## src/rtl/display_scheduler.sv

```systemverilog
// View controller for the 4-digit parking display: selects status vs. mm:ss view
// and owns the saturating elapsed-time counter shown in the timer view.
module display_scheduler #(
  parameter int TICKS_PER_SEC = 500,
  parameter int HOLD_SEC      = 5,
  parameter int EVENT_SEC     = 2
) (
  input  logic       clk_500Hz,
  input  logic       reset,
  input  logic       view_req,
  input  logic       car_event,
  input  logic       timer_run,
  input  logic       timer_clear,
  output logic       mode,
  output logic [5:0] minutes,
  output logic [5:0] seconds,
  output logic       timer_ovf,
  output logic [1:0] view_state
);

  localparam int PW        = (TICKS_PER_SEC > 1) ? $clog2(TICKS_PER_SEC) : 1;
  localparam int DWELL_MAX = ((HOLD_SEC > EVENT_SEC) ? HOLD_SEC : EVENT_SEC) * TICKS_PER_SEC;
  localparam int DW        = (DWELL_MAX > 1) ? $clog2(DWELL_MAX) : 1;

  localparam logic [PW-1:0] PRE_LAST   = PW'(TICKS_PER_SEC - 1);
  localparam logic [PW-1:0] PRE_ONE    = PW'(1);
  localparam logic [DW-1:0] HOLD_LAST  = DW'(HOLD_SEC * TICKS_PER_SEC - 1);
  localparam logic [DW-1:0] EVENT_LAST = DW'(EVENT_SEC * TICKS_PER_SEC - 1);
  localparam logic [DW-1:0] DWELL_ONE  = DW'(1);

  typedef enum logic [1:0] {
    ST_STATUS = 2'd0,
    ST_TIMER  = 2'd1,
    ST_EVENT  = 2'd2
  } view_t;

  logic [PW-1:0] pre_r;
  logic [5:0]    sec_r;
  logic [5:0]    min_r;
  logic          ovf_r;
  logic          sec_tick_s;
  logic          timer_full_s;

  view_t         state_r;
  view_t         state_next_s;
  view_t         saved_r;
  view_t         saved_next_s;
  logic [DW-1:0] dwell_r;
  logic          dwell_clr_s;
  logic          mode_r;
  logic          mode_next_s;

  assign sec_tick_s   = timer_run && (pre_r == PRE_LAST);
  assign timer_full_s = (min_r == 6'd59) && (sec_r == 6'd59);

  // Elapsed timer: prescaler holds while stopped; count saturates at 59:59 and flags overflow
  always_ff @(posedge clk_500Hz) begin
    if (!reset || timer_clear) begin
      pre_r <= '0;
      sec_r <= 6'd0;
      min_r <= 6'd0;
      ovf_r <= 1'b0;
    end else if (sec_tick_s) begin
      pre_r <= '0;
      if (timer_full_s) begin
        ovf_r <= 1'b1;
      end else if (sec_r == 6'd59) begin
        sec_r <= 6'd0;
        min_r <= min_r + 6'd1;
      end else begin
        sec_r <= sec_r + 6'd1;
      end
    end else if (timer_run) begin
      pre_r <= pre_r + PRE_ONE;
    end
  end

  // View state register with the state remembered across a forced event view
  always_ff @(posedge clk_500Hz) begin
    if (!reset) begin
      state_r <= ST_STATUS;
      saved_r <= ST_STATUS;
    end else begin
      state_r <= state_next_s;
      saved_r <= saved_next_s;
    end
  end

  // Dwell counter: restarts on every state entry, free-runs otherwise
  always_ff @(posedge clk_500Hz) begin
    if (!reset || dwell_clr_s) begin
      dwell_r <= '0;
    end else begin
      dwell_r <= dwell_r + DWELL_ONE;
    end
  end

  // Next-state logic; car_event outranks dwell expiry, which outranks view_req
  always_comb begin
    state_next_s = state_r;
    saved_next_s = saved_r;
    dwell_clr_s  = 1'b0;
    case (state_r)
      ST_STATUS: begin
        if (car_event) begin
          state_next_s = ST_EVENT;
          saved_next_s = ST_STATUS;
          dwell_clr_s  = 1'b1;
        end else if (view_req) begin
          state_next_s = ST_TIMER;
          dwell_clr_s  = 1'b1;
        end else begin
          state_next_s = ST_STATUS;
        end
      end
      ST_TIMER: begin
        if (car_event) begin
          state_next_s = ST_EVENT;
          saved_next_s = ST_TIMER;
          dwell_clr_s  = 1'b1;
        end else if (dwell_r == HOLD_LAST || view_req) begin
          state_next_s = ST_STATUS;
          dwell_clr_s  = 1'b1;
        end else begin
          state_next_s = ST_TIMER;
        end
      end
      ST_EVENT: begin
        if (car_event) begin
          dwell_clr_s  = 1'b1;
        end else if (dwell_r == EVENT_LAST) begin
          state_next_s = saved_r;
          dwell_clr_s  = 1'b1;
        end else begin
          state_next_s = ST_EVENT;
        end
      end
      default: begin
        state_next_s = ST_STATUS;
        saved_next_s = ST_STATUS;
        dwell_clr_s  = 1'b1;
      end
    endcase
  end

  // Output decode from the upcoming state so mode lands on the same edge as the state
  always_comb begin
    if (state_next_s == ST_TIMER) begin
      mode_next_s = 1'b1;
    end else begin
      mode_next_s = 1'b0;
    end
  end

  // Registered view mode
  always_ff @(posedge clk_500Hz) begin
    if (!reset) begin
      mode_r <= 1'b0;
    end else begin
      mode_r <= mode_next_s;
    end
  end

  assign mode       = mode_r;
  assign minutes    = min_r;
  assign seconds    = sec_r;
  assign timer_ovf  = ovf_r;
  assign view_state = state_r;

endmodule

```

## config.mk

```make
export PLATFORM = sky130hd
export DESIGN_NAME = display_scheduler
export DESIGN_NICKNAME = d
export VERILOG_FILES = /design/src/rtl/display_scheduler.sv
export SDC_FILE = /design/constraint.sdc
export NUM_CORES = 1
export LEC_CHECK = 0
export CAP_MARGIN = 25
export CORE_ASPECT_RATIO = 0.7
export CORE_MARGIN = 2
export CORE_UTILIZATION = 50
export DETAILED_ROUTE_END_ITERATION = 10
export HOLD_SLACK_MARGIN = 0.15
export PLACE_DENSITY = 0.72
export RECOVER_POWER = 100
export SYNTH_ARGS = -nofsm -noshare
export SYNTH_HDL_FRONTEND = slang
export SYNTH_SLANG_ARGS = --single-unit
export TNS_END_PERCENT = 50
```

## constraint.sdc

```tcl
create_clock -name clk_500Hz -period 4.4 [get_ports clk_500Hz]
set_clock_uncertainty 0.2 [all_clocks]
set_input_delay 0.44 -clock clk_500Hz [delete_from_list [all_inputs] [get_ports clk_500Hz]]
set_output_delay 0.44 -clock clk_500Hz [all_outputs]
set_load 0.02 [all_outputs]
```

==> key figures <==
Run status
  • Status: completed

Worst setup path
  • Req. time, crit path: around 4.4 ns
  • WS Path Type: input pin to flop
  • R2R cell count: 5
  • R2R setup slack: approximately 2 ns
  • Startpoint types: input pin
  • Crit. End Element: flop
  • R2r startpoint: pre_r[0]$_SDFFE_PP0P_
  • Critical path capture point: minutes[4]$_SDFFE_PP0P_
  • Crit. Startpoint: timer_run
  • Critical-path maximum fanout: 17
  • WP data arrival: approximately 2.7 ns
  • RR Endpoint: minutes[4]$_SDFFE_PP0P_

Logic synthesis
  • Mapped Area: roughly 1900 µm²
  • Synth unique cells: 39
  • Post-synth top flop: dfxtp_1
  • FF+latch count, synth: 38
  • Post-Syn Nets: between 200 and 250
  • EDFF count, synth: 0
  • Yosys Warn Count: 0
  • Cell taking the most area after synthesis: dfxtp_1
  • Seq/Total Area, Yosys: 0.396
  • Count leader, synth: dfxtp_1
  • Synth top cells by count: dfxtp_1 (38), nor2_1 (19)
  • Top post-synthesis cells by area: dfxtp_1 (40%), xor2_1 (5.9%), ha_1 (5.2%), nor2_1 (3.7%), nand3_1 (3.4%)
  • Post-Syn Area per Cell: slightly below 9 µm²
  • Gate Count Post-Synth: approximately 220
  • Area share of the leading cell type in the synthesized netlist: 0.396
  • Share of flip-flops with an asynchronous set or reset: 0

Clock network
  • Post-cts resize count: 0
  • CTS Hold Bufs: 0
  • Post-CTS setup buffers: 0
  • Clock Path Buffers: 2
  • Clock H-tree levels: 2
  • CTS Buf Count: 5
  • Clock Sinks: 38
  • Worst-Skew Late Latency: ~0.30 ns
  • Clock transition at the registers of the reported paths: around 0.07 ns
  • CTS tree: built
  • CTS root buffer: clkbuf_8

Routing
  • Vias post-DR: roughly 1600
  • Iteration-0 DRC Markers: 73
  • Routed len/inst: 13.1 µm
  • DRT Pass-1 Iters: 4
  • Final wirelength: between 3000 and 4000 µm
  • Post-route ant nets: 0
  • DRC: 0
  • Vias per cell: ~5.6

Hold path
  • Hold crit path type: flop to flop
  • Hold_sp: dwell_r[0]$_SDFF_PP0_

Placed design
  • DP Wirelength: roughly 2600 µm
  • Routability cong.: roughly 0.83
  • Placed Instances: 283
  • Post-DP Area: 2150 µm²
  • Dpl ws: approximately 1.5 ns
  • Number of port buffers: 21

Final layout
  • Register area: approximately 760 µm²
  • Antenna cells: 0
  • Filler Cell Count: roughly 340
  • Final Instance Area: 2240 µm²
  • Layout cells sized above 1: 0.0456
  • Area taken by multi-input logic gates: 1090 µm²
  • Layout area overhead: 16.9%
  • Non-filler instance count after layout: around 290
  • Final nets: 254

Pwr
  • VDD IR max: roughly 0.00017 V
  • Pwr dens: ~280 nW/µm²
  • LEAKAGE: about 0.00080 µW

STA
  • Max Clock Freq: about 370 MHz
  • Tmin final: between 2 and 3 ns
  • Setup WS post-layout: between 1.5 and 2 ns
  • Final hold viol count: 0
  • RSZ-0062 raised after global routing: no
  • Final period utilization: 0.608
  • Post-Route Setup TNS: 0 ns
  • Max-slew violation count: 0
  • Slew HR: 0.579
  • Worst-Margin Slew: around 0.63 ns
  • Final setup fails: 0

Die
  • FP Rows: 18
  • Die Area: roughly 4400 µm²
  • Die width: 78.1 µm
  • Core Footprint: 3600 µm²
  • Starting Density: 0.533
  • I/O Pins: 22
  • Die H: around 56 µm

GRT
  • Largest net degree at the start of global routing: 18
  • Vias in the first global route: approximately 1500
  • First-pass GRT wire length: around 6500 µm
  • Initial antenna violation count: 0
  • Overflow after GRT: 0
  • Gr usage total: 0.186

Job
  • Max cap viols: 0
## cell type report
cell class,count,area share
flip-flops and latches,38,0.339
clock buffers,6,0.0368
clock inverters,2,0.00557
well taps,50,0.0279
inverters,8,0.0134
repair buffers,21,0.0936
multi-input cells,166,0.484
## state kept, by name, indices dropped and copies added, names as in the netlist
register and count:
seconds 6, minutes 6, dwell_r 12, mode 1
pre_r 9, view_state 2, timer_ovf 1, saved_r 1
## routing by layer
metal / wire length, µm / GRT usage
met1: 2070 / 0.271
met2: 1470 / 0.249
met3: 214 / 0.0666
met4: 50 / 0.0702
met5: 0 / 0
## placed cells by master (no fill, tap or decap), types with 3 or more instances in the layout
cell	count
nor2_1	19
dlygate4sd3_1	18
nor4_1	7
clkdlybuf4s50_1	3
and4_1	3
clkbuf_8	6
xor2_1	13
nor2b_1	4
xnor2_1	6
a21oi_1	11
or4_1	5
a211oi_1	3
mux2i_1	4
nand2_1	13
o31ai_1	8
nand2b_1	4
nand3_1	13
inv_1	8
nor3_1	13
dfxtp_1	38
o21ai_0	3
nand4_1	6
ha_1	8
## worst max-delay path: stages
cell           delay [ns]
dlygate4sd3_1        0.66
nand3_1              0.26
or3_1                0.63
or4_1                0.56
a21oi_1              0.15
## cells by family after synthesis
| family | count (synthesis) | share of synthesized area |
|---|---|---|
| AO/OA/AOI/OAI | 32 | 0.111 |
| XOR/XNOR | 19 | 0.0866 |
| adder cells (fa/ha/maj) | 8 | 0.0521 |
| buffers and inverters | 17 | 0.0384 |
| flip-flops | 38 | 0.396 |
| multiplexers | 4 | 0.0208 |
| AND/OR/NAND/NOR | 103 | 0.295 |
## metrics by stage
step | total power [µW] | hold WS, ns | util
final | 640 | 0.258 | 0.623
after detailed placement | 396 | 0.255 | 0.597
after global placement | 397 | 0.238 | 0.597
after CTS | 649 | 0.267 | 0.623
after floorplan | 381 | 0.224 | -
after global routing | 666 | 0.304 | 0.623
## worst min path at each step
stage | cells past startpoint | endpoint
after global placement | 1 | dwell_r[0]$_SDFF_PP0_
after global routing | 1 | dwell_r[0]$_SDFF_PP0_
final | 1 | dwell_r[0]$_SDFF_PP0_
after CTS | 1 | dwell_r[0]$_SDFF_PP0_
after floorplan | 1 | dwell_r[0]$_SDFF_PP0_
after detailed placement | 1 | dwell_r[0]$_SDFF_PP0_
## where the power goes
part | internal (µW) | total (µW) | switching (µW)
registers | 347 | 351 | 3.67
logic | 15.6 | 36.6 | 21.0
clock network | 126 | 252 | 126
total | 489 | 640 | 151
No activity file was read; power rests on OpenSTA's default activity.
